===== src/rtl/rfphoenix_ichit_plru.sv =====
// N-way I-cache tag compare with per-set tree pseudo-LRU and refill victim selection.
// Latency 2 clocks req->rvalid; stall_i freezes both stages and outputs (fills still touch PLRU).
module rfphoenix_ichit_plru #(
    parameter int LINES = 128,
    parameter int WAYS  = 4,
    parameter int AWID  = 32,
    parameter int LOBIT = 7,
    localparam int TAGW = AWID - LOBIT,
    localparam int NDXW = $clog2(LINES),
    localparam int WAYW = $clog2(WAYS)
) (
    input  logic                       clk,
    input  logic                       rst,
    input  logic                       req_i,
    input  logic                       stall_i,
    input  logic [AWID-1:0]            ip_i,
    input  logic [NDXW-1:0]            ndx_i,
    input  logic [WAYS-1:0][TAGW-1:0]  tag_i,
    input  logic [WAYS-1:0]            valid_i,
    input  logic                       upd_i,
    input  logic [NDXW-1:0]            upd_ndx_i,
    input  logic [WAYW-1:0]            upd_way_i,
    output logic                       rvalid_o,
    output logic                       hit_o,
    output logic [WAYW-1:0]            hit_way_o,
    output logic                       multihit_o,
    output logic [WAYW-1:0]            vway_o,
    output logic [TAGW-1:0]            vtag_o,
    output logic                       vvalid_o
);

    // Set every node on the path of 'way' to point away from it.
    function automatic logic [WAYS-2:0] plru_touch(input logic [WAYS-2:0] bits,
                                                   input logic [WAYW-1:0] way);
        logic [WAYS-2:0] r;
        int node;
        r    = bits;
        node = 0;
        for (int l = WAYW - 1; l >= 0; l--) begin
            r[node] = ~way[l];
            node    = 2 * node + 1 + int'(way[l]);
        end
        return r;
    endfunction

    function automatic logic [WAYW-1:0] plru_victim(input logic [WAYS-2:0] bits);
        logic [WAYW-1:0] w;
        int node;
        w    = '0;
        node = 0;
        for (int l = WAYW - 1; l >= 0; l--) begin
            w[l] = bits[node];
            node = 2 * node + 1 + int'(bits[node]);
        end
        return w;
    endfunction

    function automatic logic [WAYW-1:0] lowest_set(input logic [WAYS-1:0] v);
        logic [WAYW-1:0] r;
        r = '0;
        for (int w = WAYS - 1; w >= 0; w--) begin
            if (v[w]) r = WAYW'(w);
        end
        return r;
    endfunction

    logic [WAYS-2:0]            plru [LINES];

    logic                       s1v;
    logic [WAYS-1:0]            s1_match;
    logic [NDXW-1:0]            s1_ndx;
    logic [WAYS-1:0][TAGW-1:0]  s1_tag;
    logic [WAYS-1:0]            s1_valid;
    logic [WAYW-1:0]            s1_vway;
    logic [NDXW-1:0]            s2_ndx;

    logic                       hit_touch;
    logic [WAYS-2:0]            hit_new;
    logic [WAYS-2:0]            fill_base;
    logic [WAYS-2:0]            fill_new;
    logic [WAYS-2:0]            lookup_bits;
    logic [WAYS-1:0]            match;
    logic [WAYW-1:0]            victim;
    logic                       unused_lo;

    assign unused_lo = ^ip_i[LOBIT-1:0];

    // Fill is chained after the hit so it wins on shared nodes of the same set.
    always_comb begin
        hit_touch = rvalid_o & hit_o & ~stall_i;
        hit_new   = plru_touch(plru[s2_ndx], hit_way_o);
        fill_base = (hit_touch && (upd_ndx_i == s2_ndx)) ? hit_new : plru[upd_ndx_i];
        fill_new  = plru_touch(fill_base, upd_way_i);
    end

    // Lookup sees this cycle's touches to its own set.
    always_comb begin
        lookup_bits = plru[ndx_i];
        if (upd_i && (upd_ndx_i == ndx_i))
            lookup_bits = fill_new;
        else if (hit_touch && (s2_ndx == ndx_i))
            lookup_bits = hit_new;
        for (int w = 0; w < WAYS; w++)
            match[w] = valid_i[w] && (tag_i[w] == ip_i[AWID-1:LOBIT]);
        if (&valid_i)
            victim = plru_victim(lookup_bits);
        else
            victim = lowest_set(~valid_i);
    end

    always_ff @(posedge clk) begin
        if (rst) begin
            for (int i = 0; i < LINES; i++) plru[i] <= '0;
        end else begin
            if (hit_touch) plru[s2_ndx] <= hit_new;
            if (upd_i)     plru[upd_ndx_i] <= fill_new;
        end
    end

    always_ff @(posedge clk) begin
        if (rst) begin
            s1v      <= 1'b0;
            s1_match <= '0;
            s1_ndx   <= '0;
            s1_tag   <= '0;
            s1_valid <= '0;
            s1_vway  <= '0;
        end else if (!stall_i) begin
            s1v      <= req_i;
            s1_match <= match;
            s1_ndx   <= ndx_i;
            s1_tag   <= tag_i;
            s1_valid <= valid_i;
            s1_vway  <= victim;
        end
    end

    always_ff @(posedge clk) begin
        if (rst) begin
            rvalid_o   <= 1'b0;
            hit_o      <= 1'b0;
            hit_way_o  <= '0;
            multihit_o <= 1'b0;
            vway_o     <= '0;
            vtag_o     <= '0;
            vvalid_o   <= 1'b0;
            s2_ndx     <= '0;
        end else if (!stall_i) begin
            rvalid_o <= s1v;
            if (s1v) begin
                hit_o      <= |s1_match;
                hit_way_o  <= lowest_set(s1_match);
                multihit_o <= |(s1_match & (s1_match - 1'b1));
                vway_o     <= s1_vway;
                vtag_o     <= s1_tag[s1_vway];
                vvalid_o   <= s1_valid[s1_vway];
                s2_ndx     <= s1_ndx;
            end else begin
                hit_o      <= 1'b0;
                multihit_o <= 1'b0;
                vvalid_o   <= 1'b0;
            end
        end
    end

endmodule


===== config.mk =====
export PLATFORM = sky130hd
export DESIGN_NAME = rfphoenix_ichit_plru
export DESIGN_NICKNAME = d
export VERILOG_FILES = /design/src/rtl/rfphoenix_ichit_plru.sv
export SDC_FILE = /design/constraint.sdc
export NUM_CORES = 1
export LEC_CHECK = 0
export CELL_PAD_IN_SITES_DETAIL_PLACEMENT = 0
export CELL_PAD_IN_SITES_GLOBAL_PLACEMENT = 1
export CORE_UTILIZATION = 40
export CTS_CLUSTER_SIZE = 25
export DETAILED_ROUTE_END_ITERATION = 8
export DONT_BUFFER_PORTS = 1
export PLACE_DENSITY = 0.73
export SLEW_MARGIN = 20
export SYNTH_ARGS = -nofsm -noshare
export SYNTH_HDL_FRONTEND = slang
export SYNTH_SLANG_ARGS = --single-unit
export TNS_END_PERCENT = 10

===== constraint.sdc =====
create_clock -name clk -period 3.88 [get_ports clk]
set_input_delay 0.97 -clock clk [delete_from_list [all_inputs] [get_ports clk]]
set_output_delay 0.97 -clock clk [all_outputs]
set_load 0.03 [all_outputs]

==> results.toml <==
[status]
outcome = "finished with violations"
violations = "setup timing"

[drt]
first_pass_iters = 6
vias_per_cell = 6.85
wl_met3_mm = 22.4
totalWireLength_mm = 155
top_layer = "met5"
drc_errors = 0
via_count = 31100
wirelength_met1_mm = 55.5
ant_nets = 0
wl_met2_mm = 65.8
first_iter_violations = 5280
wire_per_inst_um = 34.1

[logic_synthesis]
synth.distinct_cells = 78
async_reset_ff_share_pct = 0
syn_area_per_cell_um2 = 10.3
synth_top_area_share_pct = 33.4
yosysMostFrequentCell = "nand2_1"
synth.area.top_cells = "edfxtp_1 33%, mux4_2 13%, dfxtp_1 9.6%"
ys_seq_area_share_pct = 42.9
ys.flop_type = "edfxtp_1"
synthTopCellsByCount = "442 x nand2_1, 384 x edfxtp_1, 281 x nor2_1"
synth_area_um2 = 34600
syn-num-nets = 3502
synth_area_leader_cell = "edfxtp_1"
synth_edf_count = 384
synthCells = 3345
synth-seq-cells = 549
yosys_warnings = 0

[final_layout]
nFillCells = 8093
area_growth_pct = 13.2
layout.cells.non_filler = 4539
stdcell_area_um2 = 39100
drive_gt1_share_pct = 19.0
multiInputGateArea_um2 = 18400
nNetsFinal = 3494
seqCellArea_um2 = 14800

[power]
power.leakage_nw = 13.1
power.share.sequential_pct = 45.8
p_comb_share_pct = 10.8
p_int_w = 0.0108
clkPwrFrac_pct = 43.5
peakVddDrop_mv = 0.289
power_density_nw_per_um2 = 374
swShare_pct = 26.1
switchingPower_w = 0.00383

[clocking]
clk_pin_slew_ns = 0.06
cts-root-buf = "clkbuf_16"
cts_tree = "done"
cts_buffers = 67
ctsHoldBuffers = 0
cts.path.max_buffers = 3
cts.sinks = 549
htreeDepth = 3
insertion_delay_ns = 0.66

[grt]
grt_pass1_wl_mm = 217
overflow = 0
antenna_found_initial = 8
grt_start_max_net_pins = 292
grt_pass1_vias = 29200
grt_usage_pct = 34.8

[die]
die-area_um2 = 87600
die_h_um = 296
pin_count = 190
initial_utilization_pct = 40.5
core_area_um2 = 85400
die_w_um = 296
fp-row-count = 107

[place]
placed_cells = 4405
hpwl_mm = 108
placement.cell_area_um2 = 36800
io_buffers = 0
finalWeightedCongestion = 1.07

[timing]
slew_headroom_pct = 31.0
max_slew.worst_pin.slew_ns = 1.03
rsz0062_at_grt = "false"
hold_viol_final = 0
skew_ns = 0.0458
timing.final.ws_setup_ns = -0.00524
post-route-period-util_pct = 100
fmax_mhz = 257
fin_crit_ns = 3.89
drv_slew = 0
setup_viol = 3

[worst_setup_path]
critPathMaxFanout = 14
ff2ff_path_depth = 10
endpoint_kind = "flip-flop"
start_kind = "flip-flop"
path_class = "flip-flop to flip-flop"
cp_data_arrival_time_ns = 4.37
cp.required_ns = 4.37

[worst_hold_path]
min_path_cells = 2
hold_class = "flip-flop to flip-flop"

[run]
maxCapViolations = 0
## area by class of cell
class	count	share of cell area, %
Antenna cell	5	0.0320
Clock buffer	82	4.53
Clock inverter	40	1.14
Inverter	19	0.185
Multi-Input combinational cell	2459	47.0
Sequential cell	549	37.9
Tap cell	1144	3.66
Timing Repair Buffer	241	5.50
## through the flow
step / setup WS [ns] / util (%) / TNS [ns] / hold slack (ns) / total power [W]
floorplan: 0.145 / - / 0 / 0.442 / 0.00791
global placement: -0.127 / 43.1 / -9.51 / 0.452 / 0.00832
detailed placement: -0.140 / 43.1 / -9.68 / 0.456 / 0.00833
CTS: 0.0235 / 45.7 / 0 / 0.432 / 0.0146
global route: 0.00726 / 45.8 / 0 / 0.444 / 0.0150
finish: -0.00524 / 45.8 / -0.0109 / 0.442 / 0.0147
## path summary, 6_finish.rpt
| kind | to | slack (ns) | startpoint |
|---|---|---|---|
| min reg2reg | flip-flop | 0.44 | s2_ndx[1] |
| max reg2reg | plru[23][1] | -0.005 | flip-flop |
| max | plru[23][1] | -0.005 | flip-flop |
| min | flip-flop | 0.44 | s2_ndx[1] |
## what timing repair did
action / CTS / global route
endpoints found under the setup margin: 0 / 150
gates resized for setup: 0 / 5
setup buffers: 0 / 7
## worst max-delay path, stage by stage, from the launching register on
cell and delay (ns):
dfxtp_1 0.49, nor2b_1 0.86, a2111oi_0 0.29, o2bb2ai_1 0.26, a31oi_1 0.37, a31oi_1 0.17, buf_4 0.27, nand2b_1 0.29
buf_4 0.26, or3_1 0.38, o21ai_0 0.08
## power groups by stage
stage / clock network, W / logic, W / registers [W]
final: 0.00637 / 0.00158 / 0.00670
after global routing: 0.00664 / 0.00162 / 0.00672
after CTS: 0.00641 / 0.00152 / 0.00669
after detailed placement: 0 / 0.00151 / 0.00682
after global placement: 0 / 0.00151 / 0.00681
after floorplan: 0 / 0.00120 / 0.00670
## cell families (layout without fill, tap and decap cells)
group                      count (synthesis)  after routing  share of synthesized area (%)
adders and majority gates                  1              1                         0.0290
DFF                                      549            549                           42.9
other                                      0              5                              0
muxes                                    413            413                           19.3
buffers and inverters                    337            382                           4.26
and+or+nand+nor                         1149           1149                           15.1
xor gates and xnor gates                 121            121                           3.07
AOI/OAI and AO/OA                        775            775                           15.3
## registers in the layout (all words and copies together) (netlist names), 4 cells and up, named ones only
name and count:
s1_match 4, vtag_o 25, s1_ndx 7, s2_ndx 7, s1_tag 100, s1_valid 4, plru 384
## cell usage in the layout (no fill, tap or decap), types with 43 or more instances in the layout
cell and count:
dfxtp_1 161, a21oi_1 78, a221o_1 63, xnor2_1 81, nand2_1 441, nand3_1 149
mux4_2 199, nor2_1 268, o21ai_0 215, mux2_2 43, o22ai_1 163, or3_1 68
buf_4 214, mux2i_1 171, edfxtp_1 384, a211o_1 79, clkbuf_16 68
## metal layers
layer / vias to the layer above / GRT usage, %
li1: 12800 / -
met1: 15200 / 45.0
met2: 2489 / 50.7
met3: 573 / 11.1
met4: 6 / 20.4
met5: - / 1.39
Power figures use the tool's default switching activity.
